## src/rtl/logicnet_input_quantizer.sv

```systemverilog
`default_nettype none
// ============================================================================
//  Module      : logicnet_input_quantizer
//  Description : Rounds/saturates a stream of signed feature samples to QBITS
//                codes, packs a frame of NUM_FEATURES codes and hands it to
//                layer 0 over valid/ready; detects and resyncs framing errors.
//  Revision    : 1.0 - initial release
// ============================================================================
module logicnet_input_quantizer #(
    parameter int IN_W         = 16,
    parameter int QBITS        = 2,
    parameter int SHIFT        = 6,
    parameter int NUM_FEATURES = 8
) (
    input  logic                            clk,
    input  logic                            rst_n,
    input  logic [IN_W-1:0]                 s_data,
    input  logic                            s_valid,
    input  logic                            s_last,
    output logic                            s_ready,
    output logic [NUM_FEATURES*QBITS-1:0]   m_data,
    output logic                            m_valid,
    input  logic                            m_ready,
    output logic                            err_short,
    output logic                            err_long,
    output logic [7:0]                      err_count
);

    localparam int c_idx_w = (NUM_FEATURES > 1) ? $clog2(NUM_FEATURES) : 1;
    localparam logic [c_idx_w-1:0] c_last_idx = c_idx_w'(NUM_FEATURES - 1);
    localparam logic signed [IN_W:0] c_round    = (IN_W+1)'(1 << (SHIFT - 1));
    localparam logic signed [IN_W:0] c_code_max = (IN_W+1)'((1 << QBITS) - 1);

    localparam logic [1:0] c_st_collect = 2'd0;
    localparam logic [1:0] c_st_hold    = 2'd1;
    localparam logic [1:0] c_st_drain   = 2'd2;

    logic [1:0]                      r_state;
    logic [c_idx_w-1:0]              r_idx;
    logic [NUM_FEATURES*QBITS-1:0]   r_data;
    logic                            r_valid;
    logic                            r_err_short;
    logic                            r_err_long;
    logic [7:0]                      r_err_count;

    logic signed [IN_W:0]            w_t;
    logic signed [IN_W:0]            w_u;
    logic [QBITS-1:0]                w_code;
    logic                            w_accept;
    logic                            w_at_last;
    logic                            w_short_evt;
    logic                            w_long_evt;

    // One extra bit of headroom keeps the rounding add from overflowing.
    assign w_t = $signed({s_data[IN_W-1], s_data}) + c_round;
    assign w_u = w_t >>> SHIFT;

    always_comb begin
        w_code = '0;
        if (w_u[IN_W]) begin
            w_code = '0;
        end else if (w_u > c_code_max) begin
            w_code = '1;
        end else begin
            w_code = w_u[QBITS-1:0];
        end
    end

    assign s_ready     = (r_state == c_st_collect) || (r_state == c_st_drain);
    assign w_accept    = s_valid && s_ready;
    assign w_at_last   = (r_idx == c_last_idx);
    assign w_short_evt = (r_state == c_st_collect) && w_accept && !w_at_last && s_last;
    assign w_long_evt  = (r_state == c_st_collect) && w_accept && w_at_last && !s_last;

    always_ff @(posedge clk or negedge rst_n) begin
        if (!rst_n) begin
            r_state     <= c_st_collect;
            r_idx       <= '0;
            r_data      <= '0;
            r_valid     <= 1'b0;
            r_err_short <= 1'b0;
            r_err_long  <= 1'b0;
            r_err_count <= 8'd0;
        end else begin
            r_err_short <= w_short_evt;
            r_err_long  <= w_long_evt;
            if ((w_short_evt || w_long_evt) && (r_err_count != 8'hFF)) begin
                r_err_count <= r_err_count + 8'd1;
            end

            case (r_state)
                c_st_collect: begin
                    // m_valid is always low here, so writing slots is safe.
                    if (w_accept) begin
                        r_data[r_idx*QBITS +: QBITS] <= w_code;
                        if (w_at_last) begin
                            r_idx   <= '0;
                            r_valid <= 1'b1;
                            r_state <= s_last ? c_st_hold : c_st_drain;
                        end else if (s_last) begin
                            r_idx <= '0;
                        end else begin
                            r_idx <= r_idx + 1'b1;
                        end
                    end
                end
                c_st_hold: begin
                    if (m_ready) begin
                        r_valid <= 1'b0;
                        r_state <= c_st_collect;
                    end
                end
                c_st_drain: begin
                    if (r_valid && m_ready) begin
                        r_valid <= 1'b0;
                    end
                    // Overrun samples are dropped until the frame's s_last shows up.
                    if (w_accept && s_last) begin
                        r_state <= (r_valid && !m_ready) ? c_st_hold : c_st_collect;
                    end
                end
                default: begin
                    r_state <= c_st_collect;
                end
            endcase
        end
    end

    assign m_data    = r_data;
    assign m_valid   = r_valid;
    assign err_short = r_err_short;
    assign err_long  = r_err_long;
    assign err_count = r_err_count;

endmodule
`default_nettype wire

```

## config.mk

```make
export PLATFORM = sky130hd
export DESIGN_NAME = logicnet_input_quantizer
export DESIGN_NICKNAME = d
export VERILOG_FILES = /design/src/rtl/logicnet_input_quantizer.sv
export SDC_FILE = /design/constraint.sdc
export NUM_CORES = 1
export LEC_CHECK = 0
export BUFFER_PORTS_ARGS = -buffer_cell sky130_fd_sc_hd__buf_4
export CAP_MARGIN = 20
export CORE_ASPECT_RATIO = 1.5
export CORE_MARGIN = 2
export CORE_UTILIZATION = 40
export CTS_BUF_LIST = sky130_fd_sc_hd__clkbuf_4 sky130_fd_sc_hd__clkbuf_8
export CTS_CLUSTER_DIAMETER = 150
export CTS_CLUSTER_SIZE = 40
export DETAILED_ROUTE_END_ITERATION = 8
export REMOVE_ABC_BUFFERS = 1
export SLEW_MARGIN = 20
export SYNTH_ARGS = -nofsm -noshare
export SYNTH_HDL_FRONTEND = slang
export SYNTH_SLANG_ARGS = --single-unit
```

## constraint.sdc

```tcl
create_clock -name clk -period 3.1 [get_ports clk]
set_input_delay 0.31 -clock clk [delete_from_list [all_inputs] [get_ports clk]]
set_output_delay 0.31 -clock clk [all_outputs]
set_load 0.1 [all_outputs]
```

; ---- Word-level counts from Yosys, hierarchy flattened
; Cells that the tools add are included.
[word_totals]
register_bits = 32
input_bits = 21
out_inout_bits = 28
[classes]
add_sub_neg = 4
n_lt_le_gt_ge = 1
n_eq_ne = 9
shifts = 2
mux = 17
n_reduce_logical = 20
[op_table]
columns = op, count
row1 = negation 4 -> 34 bit, 1
row2 = variable shift 2 x 34 -> 16 bit (first input constant), 1
row3 = indexed part select 2 x 34 -> 16 bit, 1
row4 = adder 16 x 7 -> 17 bit (second input constant), 1
row5 = bitwise mux 16 bit, 1
row6 = two-way mux 2 bit, 7
row7 = greater-than comparator 11 x 3 -> 1 bit (second input constant), 1
row8 = logical AND 1 bit, 10
row9 = adder 8 x 1 -> 8 bit (second input constant), 1
row10 = != test 8 bit (second input constant), 1
row11 = two-way mux 3 bit, 2
row12 = != test 2 bit (second input constant), 3
row13 = one-hot mux 2 bit (3 select lines), 1
row14 = two-way mux 1 bit, 5
row15 = AND reduction 5 bit, 1
row16 = != test 2 x 1 -> 1 bit (second input constant), 2
row17 = AND reduction 4 bit, 1
row18 = adder 3 x 1 -> 3 bit (second input constant), 1
row19 = == test 3 bit (second input constant), 1
row20 = zero test 1 bit, 3
row21 = one-hot mux 1 bit (3 select lines), 1
row22 = nonzero test 3 bit, 1
row23 = == test 2 x 1 -> 1 bit (second input constant), 1
row24 = == test 2 bit (second input constant), 1
row25 = 3 further kinds, 4

; ---- Logic depth before layout (Yosys ltp)
; Gate-level depths: netlist (run 1).
[depth]
ltp_word = 8
depth_mapped = 8

; ---- Least setup slack after synthesis (run 1)
; Ideal clock, no wire load.
[synth_path]
path_kind = register to register
from = register r_err_count[0], in the netlist err_count[0]
to = register r_err_count[5], in the netlist err_count[5]
setup_ns = 0.162
arrival_time_ns = 2.209
required_time_ns = 2.938
setup_slack_ns = 0.729
path_stages_with_launch = 7
period_less_slack_ns = 2.371
cell_sequence = dfrtp_1 > ha_1 > and3_1 > a311oi_4 > nand4_1 > nor2_1 > xor2_1
[synth_via]
elab_chain_len = 2
word_cells_on_any_way = 3
[synth_rtl]
columns = element, line_no
row1 = start: declaration, 44  ; logic [7:0] r_err_count;
row2 = start signal: assignment, 88  ; r_err_count <= r_err_count + 8'd1;
row3 = branches (longest 2 deep; another with adder 8 x 1 -> 8 bit), n/a
; Parallel ways; which one is timed is not known.
; A chain may end at the register's enable or synchronous reset.

; ---- Final worst setup path (run 1)
[layout_path]
from = register r_state[1]
to = register r_data[12], in the netlist m_data[12]
[layout_via]
elab_chain_len = 4
word_cells_on_any_way = 5
[layout_rtl]
columns = element, line_no
row1 = start: declaration, 38  ; logic [1:0] r_state;
row2 = start signal: assignment, 77  ; r_state <= c_st_collect;
row3 = start signal: assignment, 99  ; r_state <= s_last ? c_st_hold : c_st_drain;
row4 = start signal: assignment, 110  ; r_state <= c_st_collect;
row5 = == test 2 bit or zero test 2 bit (tied branches), "69, 91"
row6 = logical OR 1 bit, 69  ; assign s_ready = (r_state == c_st_collect) || (r_state == c_st_drain);
row7 = logical AND 1 bit, 70  ; assign w_accept = s_valid && s_ready;
row8 = AND reduction 2 bit (no source line) *, n/a
row9 = end signal: indexed assignment, 95  ; r_data[r_idx*QBITS +: QBITS] <= w_code;
row10 = end: declaration, 40  ; logic [NUM_FEATURES*QBITS-1:0] r_data;
; Every way passes the cells marked *; elsewhere a longest branch is shown, timed or not.

==> out/metrics.csv, run 1 <==
stage;metric;value;unit
worst_hold_path;hold_start;s_last;
layout;drive_above_1_share;26.75;%
critical_path;critical_path_depth;7;
sta;drv_slew;0;
drt;vias;1502;
die;fp.coreArea;4245;µm²
place;dpl.hpwl;3057;µm
die;die_width;58.28;µm
sta;final_hold_viol_count;0;
layout;fin_util;53.35;%
critical_path;regToRegStartpoint;r_state[1];
logic_synthesis;avgSynthCellArea;9.988;µm²
clock_tree;path_clk_slew;0.07;ns
die;io-pin-count;49;
clock_tree;cts_resized;0;
critical_path;critical_path_class;reg2reg;
critical_path;cp_slowest_cell;nor4_1;
global_route;grt_pass1_wl;6548;µm
critical_path;crit_required;3.23;ns
layout;antenna_cells;0;
critical_path;worstPathMaxFanout;11;
logic_synthesis;synth_most_common_cell;dfrtp_1;
place;port_buffers;43;
clock_tree;numClockSinks;32;
critical_path;rr_worst_depth;7;
drt;wl_met1;1537;µm
clock_tree;cts_made_buffers;5;
drt;drt_first_pass_iters;4;
critical_path;crit_path_start_kind;register;
drt;totalWireLength;3938;µm
logic_synthesis;synth_top_area_cell;dfrtp_1;
drt;drtIter0Drc;39;
place;place_ws;0.8489;ns
run;drv_cap;0;
drt;via_per_inst;5.482;
logic_synthesis;synth-seq-cells;32;
sta;maxSlewHeadroom;50.61;%
critical_path;crit_end;m_data[12];
layout;area_growth;28.10;%
logic_synthesis;ys_seq_area_share;45.29;%
global_route;grt_overflow;0;
critical_path;crit-reg2reg-capture;m_data[12];
run_status;status;finished clean;
critical_path;worstPathCellList;inv_1, ha_1, nand2_1, nor4_1, nand2_1, o21ai_0, a21oi_1;
clock_tree;cts_root_buffer;clkbuf_8;
worst_hold_path;min_delay_path_depth;2;
critical_path;crit_path_start;r_state[1];
clock_tree;cts_buffer_depth;2;
drt;highest_layer;met4;
critical_path;slowest_delay;0.70;ns
critical_path;path_delay_family;simple AND/OR/NAND/NOR gates;
drt;drc;0;
die;start_util;41.64;%
critical_path;r2r_slack;0.85;ns
die;num_rows;29;
place;place_congestion;0.7413;
clock_tree;postCtsSetupRepairBufs;0;
critical_path;cp_common_cell;nand2_1;
sta;worst_pin_slew;0.7374;ns
global_route;grt_max_degree;33;
sta;hold-worst-slack;0.2386;ns
die;dieArea;4979;µm²
clock_tree;cts_hold_buffers;1;
sta;fmax;443.9;MHz
logic_synthesis;synthTopCellsByArea;dfrtp_1 45%, ha_1 7.1%, a21oi_1 5.7%, o21ai_0 5.7%, nand2_1 3.6%;
drt;met2WireLength;2154;µm
layout;finalNetCount;258;
sta;finClkSkew;0.006321;ns
global_route;grt_pass1_vias;1498;
logic_synthesis;syn_inst;177;
critical_path;end_kind;register;
critical_path;worst_ep_arrival_time;2.38;ns
worst_hold_path;hold_path.class;in2reg;
sta;layout_setup_ws;0.8471;ns
sta;fin_crit;2.253;ns
sta;finalSetupTns;0;ns
logic_synthesis;synth_edf_count;0;
sta;finalSetupViolCount;0;
drt;wl_met3;175;µm
logic_synthesis;synth_top_area_share;45.29;%
logic_synthesis;async_flop_share;100.0;%
logic_synthesis;synthFlopType;dfrtp_1;
logic_synthesis;ys_warn_count;0;
sta;rsz0062_at_grt;no;
logic_synthesis;ys_top_cells_by_count;32 x dfrtp_1, 20 x a21oi_1, 20 x o21ai_0;
clock_tree;clock_latency;0.28;ns
clock_tree;cts_max_level;2;
clock_tree;cts_tree;done;
global_route;grt_antenna_before_repair;0;
logic_synthesis;ys_types;35;
critical_path;cp_num_buf_inv;1;
global_route;track_usage;16.90;%
drt;ant_nets;0;
sta;period_share;72.67;%
drt;wl_per_cell;14.37;µm
logic_synthesis;netlist_area;1768;µm²
die;dieHeight;85.43;µm
==> logic make-up after synthesis <==
kind of cell             count (synthesis)  share of synthesized area (%)
flip-flops                              32                          45.29
buffers and inverters                   10                          2.194
adder cells (fa/ha/maj)                 10                          7.077
multiplexers                             3                          1.840
AO/OA/AOI/OAI                           51                          17.69
AND/OR/NAND/NOR                         62                          21.44
XOR/XNOR                                 9                          4.458
==> sequential cells by signal (all words and copies together), names as in the netlist <==
register   cells
r_idx          3
r_state        2
err_short      1
m_data        16
err_long       1
err_count      8
m_valid        1
==> metrics by stage <==
| step | instance area (µm²) | std cells |
|---|---|---|
| after floorplan | 1763 | 176 |
| after global placement | 2143 | 265 |
| after detailed placement | 2143 | 265 |
| after CTS | 2265 | 274 |
| after global routing | 2265 | 274 |
| final | 2265 | 274 |
==> cells in the final DEF (no fill, tap or decap), types with 2 or more instances in the layout <==
| cell | instances |
|---|---|
| ha_1 | 10 |
| dfrtp_1 | 32 |
| a31oi_1 | 2 |
| inv_1 | 9 |
| nor2_1 | 10 |
| mux2_2 | 2 |
| nand2_1 | 17 |
| nor4_1 | 4 |
| and3_1 | 3 |
| nor4_4 | 3 |
| buf_4 | 43 |
| xnor2_1 | 5 |
| nand2b_1 | 3 |
| a21oi_1 | 20 |
| and4_1 | 2 |
| nand4_1 | 4 |
| o21ai_0 | 20 |
| clkbuf_8 | 5 |
| nor3_1 | 3 |
| xor2_1 | 4 |
| nand3_1 | 3 |
| a22o_1 | 3 |
| nor3b_1 | 4 |
==> how the worst min path moves through the flow <==
stage / to / slack [ns]
after floorplan: err_count[0] / 0.01
after global placement: r_state[0] / 0.27
after detailed placement: r_state[0] / 0.27
after CTS: err_long / 0.23
after global routing: err_long / 0.23
final: err_long / 0.24
==> per-layer routing <==
metal	vias up	global-route usage, %
li1	747	-
met1	714	17.35
met2	36	31.56
met3	5	3.354
met4	0	7.611
met5	-	0
==> area by class of cell <==
type | count | area (µm²)
Clock inverter | 3 | 42.54
Multi-Input combinational cell | 135 | 928.4
Clock buffer | 5 | 68.82
Tap cell | 46 | 57.56
Sequential cell | 32 | 800.8
Fill cell | 391 | 1981
Inverter | 9 | 33.78
Timing Repair Buffer | 44 | 332.8
Power of run 1 is left out: the tool's default activity adds up to more than one toggle a clock period on the data nets, which glitch-free logic cannot reach.
==> run 2: changes to the inputs <==
--- a/config.mk
+++ b/config.mk
@@ -14,6 +14,7 @@
 export CTS_CLUSTER_DIAMETER = 150
 export CTS_CLUSTER_SIZE = 40
 export DETAILED_ROUTE_END_ITERATION = 8
+export PLACE_DENSITY = 0.66
 export REMOVE_ABC_BUFFERS = 1
 export SLEW_MARGIN = 20
 export SYNTH_ARGS = -nofsm -noshare
==> constraint.sdc (replaced) <==
create_clock -name clk -period 1.85 [get_ports clk]
set_input_delay 0.185 -clock clk [delete_from_list [all_inputs] [get_ports clk]]
set_output_delay 0.185 -clock clk [all_outputs]
set_load 0.1 [all_outputs]
==> run 2 against run 1 <==
Net effect: the run now ends with setup timing left; register-to-register slack lost 0.88 ns; setup slack worse by 0.88 ns; utilization is 7.7 points higher; sequential cell count unchanged; cell count is 12% higher; via count increased by 11%; count of clock-buffer cells in the layout stayed put; worst hold slack got worse by 0.11 ns; die area unchanged; clock skew rose by 0.0027 ns; first-iteration DRC count increased by 10%.
==> out/metrics.csv, run 2 (synthesis results as in run 1) <==
stage;metric;value;unit;change
run_status;status;complete, but fails checks;;
run_status;violations;setup timing;;
critical_path;worst_ep_arrival_time;2.06;ns;-0.32 ns
critical_path;crit_path_start;r_idx[0];;
clock_tree;cts_root_buffer;clkbuf_8;;
sta;fin_crit;1.882;ns;-0.3712 ns
sta;finClkSkew;0.009000;ns;+0.002679 ns
drt;drt_first_pass_iters;4;;unchanged
clock_tree;cts_tree;done;;
clock_tree;path_clk_slew;0.07;ns;about the same
sta;maxSlewHeadroom;67.66;%;+17 points
sta;fmax;531.4;MHz;+20%
layout;mostFrequentLayoutCells;74 x buf_4, 32 x dfrtp_1, 20 x a21oi_1;;
critical_path;crit_required;2.02;ns;-1.21 ns
global_route;grt_overflow;0;;unchanged
critical_path;critical_path_class;reg2reg;;
die;num_rows;29;;unchanged
place;place_congestion;0.8068;;+8.8%
die;fp.coreArea;4245;µm²;unchanged
clock_tree;cts_max_level;2;;unchanged
clock_tree;numClockSinks;32;;unchanged
die;start_util;41.64;%;unchanged
sta;finalSetupViolCount;2;;+2
sta;layout_setup_ws;-0.03170;ns;-0.8788 ns
layout;area_growth;46.57;%;
global_route;grt_max_degree;33;;unchanged
global_route;grt_antenna_before_repair;0;;unchanged
clock_tree;clock_latency;0.29;ns;about the same
global_route;met2_usage;32.18;%;+0.61 points
drt;via_per_inst;5.406;;-1.4%
worst_hold_path;hold_path.class;in2reg;;
sta;drv_slew;0;;unchanged
die;dieHeight;85.43;µm;unchanged
layout;finalNetCount;292;;+13%
worst_hold_path;hold_start;s_last;;
sta;final_hold_viol_count;0;;unchanged
sta;finalSetupTns;-0.03521;ns;-0.03521 ns
critical_path;end_kind;register;;
sta;rsz0062_at_grt;yes;;
layout;drive_above_1_share;41.22;%;+14 points
global_route;grt_pass1_vias;1684;;+12%
sta;worst_pin_slew;0.4843;ns;-0.2531 ns
place;dpl.hpwl;3065;µm;+0.28%
die;dieArea;4979;µm²;unchanged
die;io-pin-count;49;;unchanged
drt;totalWireLength;4096;µm;+4.0%
drt;drc;0;;unchanged
drt;drtIter0Drc;43;;+10%
layout;layout_commonest_cell;buf_4;;
global_route;grt-busiest-layer;met2;;
clock_tree;cts_buffer_depth;2;;unchanged
layout;largest_reg_flops;16;;unchanged
critical_path;crit_path_start_kind;register;;
place;port_buffers;43;;unchanged
drt;vias;1665;;+11%
global_route;track_usage;17.86;%;+0.96 points
drt;wl_per_cell;13.30;µm;-7.5%
global_route;grt_use_met3;4.421;%;+1.1 points
drt;ant_nets;0;;unchanged
critical_path;worstPathMaxFanout;3;;-8
die;die_width;58.28;µm;unchanged
run;drv_cap;0;;unchanged
critical_path;regToRegStartpoint;r_idx[0];;
layout;antenna_cells;0;;unchanged
clock_tree;cts_made_buffers;5;;unchanged
sta;period_share;101.7;%;+29 points
global_route;grt_pass1_wl;6920;µm;+5.7%
global_route;grtUsageMet1;18.22;%;+0.87 points
==> run 2: per-layer routing <==
metal,vias up,routed length [µm]
met2,46,2208
met3,12,186
met4,0,145
met5,-,0
li1,817,-
met1,790,1556
==> run 2: through the flow <==
| step | util, % | instance area (µm²) | instances | hold slack, ns | setup WS (ns) |
|---|---|---|---|---|---|
| after floorplan | - | 1763 | 176 | -0.1106 | -0.5206 |
| after global placement | 55.26 | 2346 | 292 | 0.1446 | -0.1203 |
| after global routing | 61.04 | 2591 | 308 | 0.1391 | -0.1570 |
| after CTS | 58.97 | 2504 | 306 | 0.1022 | -0.1231 |
| final | 61.04 | 2591 | 308 | 0.1270 | -0.03170 |
| after detailed placement | 55.26 | 2346 | 292 | 0.1452 | -0.1713 |
==> run 2: final cells by class <==
| cell class | count | area, µm² |
|---|---|---|
| Clock inverter | 3 | 18.77 |
| Sequential cell | 32 | 800.8 |
| Inverter | 9 | 33.78 |
| Timing Repair Buffer | 78 | 599.3 |
| Tap cell | 46 | 57.56 |
| Clock buffer | 5 | 68.82 |
| Fill cell | 365 | 1654 |
| Multi-Input combinational cell | 135 | 1012 |
==> run 2: worst paths after layout <==
| check | endpoint | slack, ns | cells past startpoint |
|---|---|---|---|
| setup / recovery | err_count[3] | -0.03 | 7 |
| hold / removal | err_long | 0.13 | 2 |
| setup reg to reg | err_count[3] | -0.03 | 7 |
| hold reg to reg | err_count[5] | 0.49 | 1 |
| max in group asynchronous | r_state[1] | 1.19 | 2 |
| min in group asynchronous | m_data[0] | 0.37 | 2 |
==> run 2: worst max-delay path: stages, from the launching register on <==
cell and delay [ns]:
dfrtp_1 0.41, ha_1 0.22, ha_2 0.19, xnor2_2 0.14, a311oi_4 0.26, nand4_1 0.23
buf_4 0.20, xnor2_2 0.12
==> run 2: timing repair <==
action / 4_1_cts / 5_1_grt
pin swaps: 8 / 9
endpoints found under the setup margin: 17 / 22
hold buffers: 1 / 0
gates resized for setup: 6 / 18
setup buffers: 5 / 2
hold endpoints to repair: 32 / 0
Power of run 2 is left out for the same reason.
==> run 3: changes to the inputs <==
--- a/config.mk
+++ b/config.mk
@@ -6,15 +6,15 @@
 export NUM_CORES = 1
 export LEC_CHECK = 0
 export BUFFER_PORTS_ARGS = -buffer_cell sky130_fd_sc_hd__buf_4
-export CAP_MARGIN = 20
+export CAP_MARGIN = 40
 export CORE_ASPECT_RATIO = 1.5
 export CORE_MARGIN = 2
-export CORE_UTILIZATION = 40
+export CORE_UTILIZATION = 41
 export CTS_BUF_LIST = sky130_fd_sc_hd__clkbuf_4 sky130_fd_sc_hd__clkbuf_8
 export CTS_CLUSTER_DIAMETER = 150
 export CTS_CLUSTER_SIZE = 40
 export DETAILED_ROUTE_END_ITERATION = 8
-export PLACE_DENSITY = 0.66
+export PLACE_DENSITY = 0.68
 export REMOVE_ABC_BUFFERS = 1
 export SLEW_MARGIN = 20
 export SYNTH_ARGS = -nofsm -noshare
==> run 3 against run 2 <==
Net effect: the flow now finishes without violations; wire length grew 4.0%; setup slack gained 0.047 ns; die area down 2.3%; via count increased by 0.42%; fmax increased by 2.5%; register-to-register slack improved by 0.05 ns; highest routed layer unchanged; count of clock-buffer cells in the layout grew 2; critical path depth down 1.
==> out/metrics.csv, run 3 (synthesis results as in run 1) <==
stage;metric;value;unit;change
layout;antenna_cells;0;;unchanged
place;port_buffers;43;;unchanged
sta;final_hold_viol_count;0;;unchanged
sta;fmax;544.9;MHz;+2.5%
layout;finalNetCount;295;;+1.0%
place;place_ws;-0.1961;ns;-0.02478 ns
worst_hold_path;hold_path.class;in2reg;;
place;place_congestion;0.8314;;+3.0%
critical_path;crit_path_start_kind;register;;
critical_path;regToRegStartpoint;r_idx[0];;
critical_path;crit_required;2.02;ns;about the same
layout;largest_reg_flops;16;;unchanged
die;num_rows;29;;unchanged
layout;mostFrequentLayoutCells;79 x buf_4, 32 x dfrtp_1, 20 x a21oi_1;;
sta;fin_crit;1.835;ns;-0.04657 ns
sta;period_share;99.20;%;-2.5 points
layout;area_growth;49.12;%;
critical_path;worstPathCellList;ha_1, ha_2, xnor2_2, a311oi_4, buf_4, mux2_2;;
clock_tree;cts_made_buffers;5;;unchanged
die;dieArea;4864;µm²;-2.3%
critical_path;worst_ep_arrival_time;2.01;ns;-0.05 ns
drt;ant_nets;0;;unchanged
global_route;grt_overflow;0;;unchanged
sta;drv_slew;0;;unchanged
layout;postLayoutCellArea;2636;µm²;+1.7%
global_route;grt_pass1_vias;1627;;-3.4%
clock_tree;numClockSinks;32;;unchanged
drt;vias;1672;;+0.42%
drt;drt_first_pass_iters;4;;unchanged
worst_hold_path;hold_start;s_last;;
die;start_util;42.37;%;+0.72 points
global_route;grt_max_degree;33;;unchanged
die;die_width;57.62;µm;-1.1%
global_route;track_usage;19.11;%;+1.2 points
clock_tree;cts_root_buffer;clkbuf_8;;
global_route;grt_pass1_wl;7196;µm;+4.0%
critical_path;r2r_slack;0.01;ns;+0.05 ns
die;fp.coreArea;4173;µm²;-1.7%
run;drv_cap;0;;unchanged
die;dieHeight;84.43;µm;-1.2%
critical_path;slowest_delay;0.41;ns;about the same
sta;rsz0062_at_grt;yes;;
run_status;status;finished clean;;
sta;finClkSkew;0.01077;ns;+0.001774 ns
worst_hold_path;min_delay_path_depth;2;;unchanged
layout;layout_commonest_cell;buf_4;;
critical_path;end_kind;register;;
worst_hold_path;whs_endpoint;err_long;;
place;placed_cell_area;2331;µm²;-0.64%
critical_path;crit-reg2reg-capture;err_count[1];;
drt;drtIter0Drc;54;;+26%
sta;hold-worst-slack;0.1398;ns;+0.01276 ns
drt;via_per_inst;5.376;;-0.55%
layout;drive_above_1_share;42.26;%;+1.0 points
critical_path;critical_path_class;reg2reg;;
sta;finalSetupViolCount;0;;-2
drt;totalWireLength;4259;µm;+4.0%
clock_tree;path_clk_slew;0.06;ns;about the same
clock_tree;clock_latency;0.29;ns;about the same
drt;wl_per_cell;13.69;µm;+3.0%
critical_path;rr_worst_depth;6;;-1
place;dpl.hpwl;3003;µm;-2.0%
critical_path;worstPathMaxFanout;4;;+1
clock_tree;cts_tree;done;;
sta;worst_pin_slew;0.4912;ns;+0.006967 ns
global_route;grt_antenna_before_repair;0;;unchanged
drt;drc;0;;unchanged
sta;maxSlewHeadroom;67.20;%;-0.47 points
clock_tree;cts_buffer_depth;2;;unchanged
clock_tree;cts_max_level;2;;unchanged
sta;layout_setup_ws;0.01487;ns;+0.04657 ns
critical_path;cp_slowest_cell;dfrtp_1;;
die;io-pin-count;49;;unchanged
## run 3: how the worst max path moves through the flow
stage                             from           end  slack [ns]  cells past startpoint
final                         r_idx[0]  err_count[1]        0.01                      6
after global routing          r_idx[0]    m_data[10]       -0.07                      9
after CTS                     r_idx[1]     m_data[1]       -0.07                      8
after detailed placement      r_idx[0]     m_data[1]       -0.20                      8
after global placement        r_idx[0]     m_data[1]       -0.12                      8
after floorplan           err_count[0]  err_count[5]       -0.52                      6
## run 3: final cells by class
type,instances,area (µm²)
flip-flops and latches,32,800.8
inverters,9,33.78
repair buffers,81,614.3
clock buffers,7,96.34
well taps,46,57.56
fillers,356,1536
clock inverters,1,30.03
multi-input cells,135,1003
## run 3: metrics by stage
stage                     utilization [%]  std cells  TNS (ns)
after global placement              55.86        290   -0.4258
after detailed placement            55.86        290   -0.6472
after global routing                63.18        311   -0.6030
after CTS                           61.83        307   -0.1552
final                               63.18        311         0
after floorplan                         -        176    -3.542
## run 3: per-layer routing
layer  up-vias  share of wire, %  track usage, %
met1       796                38           21.73
li1        823                 -               -
met5         -                 0               0
met3        13               3.8           3.082
met4         0               3.3           10.15
met2        40                55           33.26
## run 3: repair_timing
action | 4_1_cts | 5_1_grt
endpoints found under the hold margin | 32 | 0
setup buffers | 9 | 4
hold buffers | 1 | 0
endpoints found under the setup margin | 12 | 18
gates resized for setup | 18 | 11
pin swaps | 10 | 8
## run 3: critical path, delay by kind of cell (launching register included)
family,cells,cell delay [ns]
adder cells (fa/ha/maj),2,0.40
multiplexers,1,0.31
buffers and inverters,1,0.17
XOR/XNOR,1,0.15
flip-flops,1,0.41
AO/OA/AOI/OAI,1,0.29
Power of run 3 is left out for the same reason.
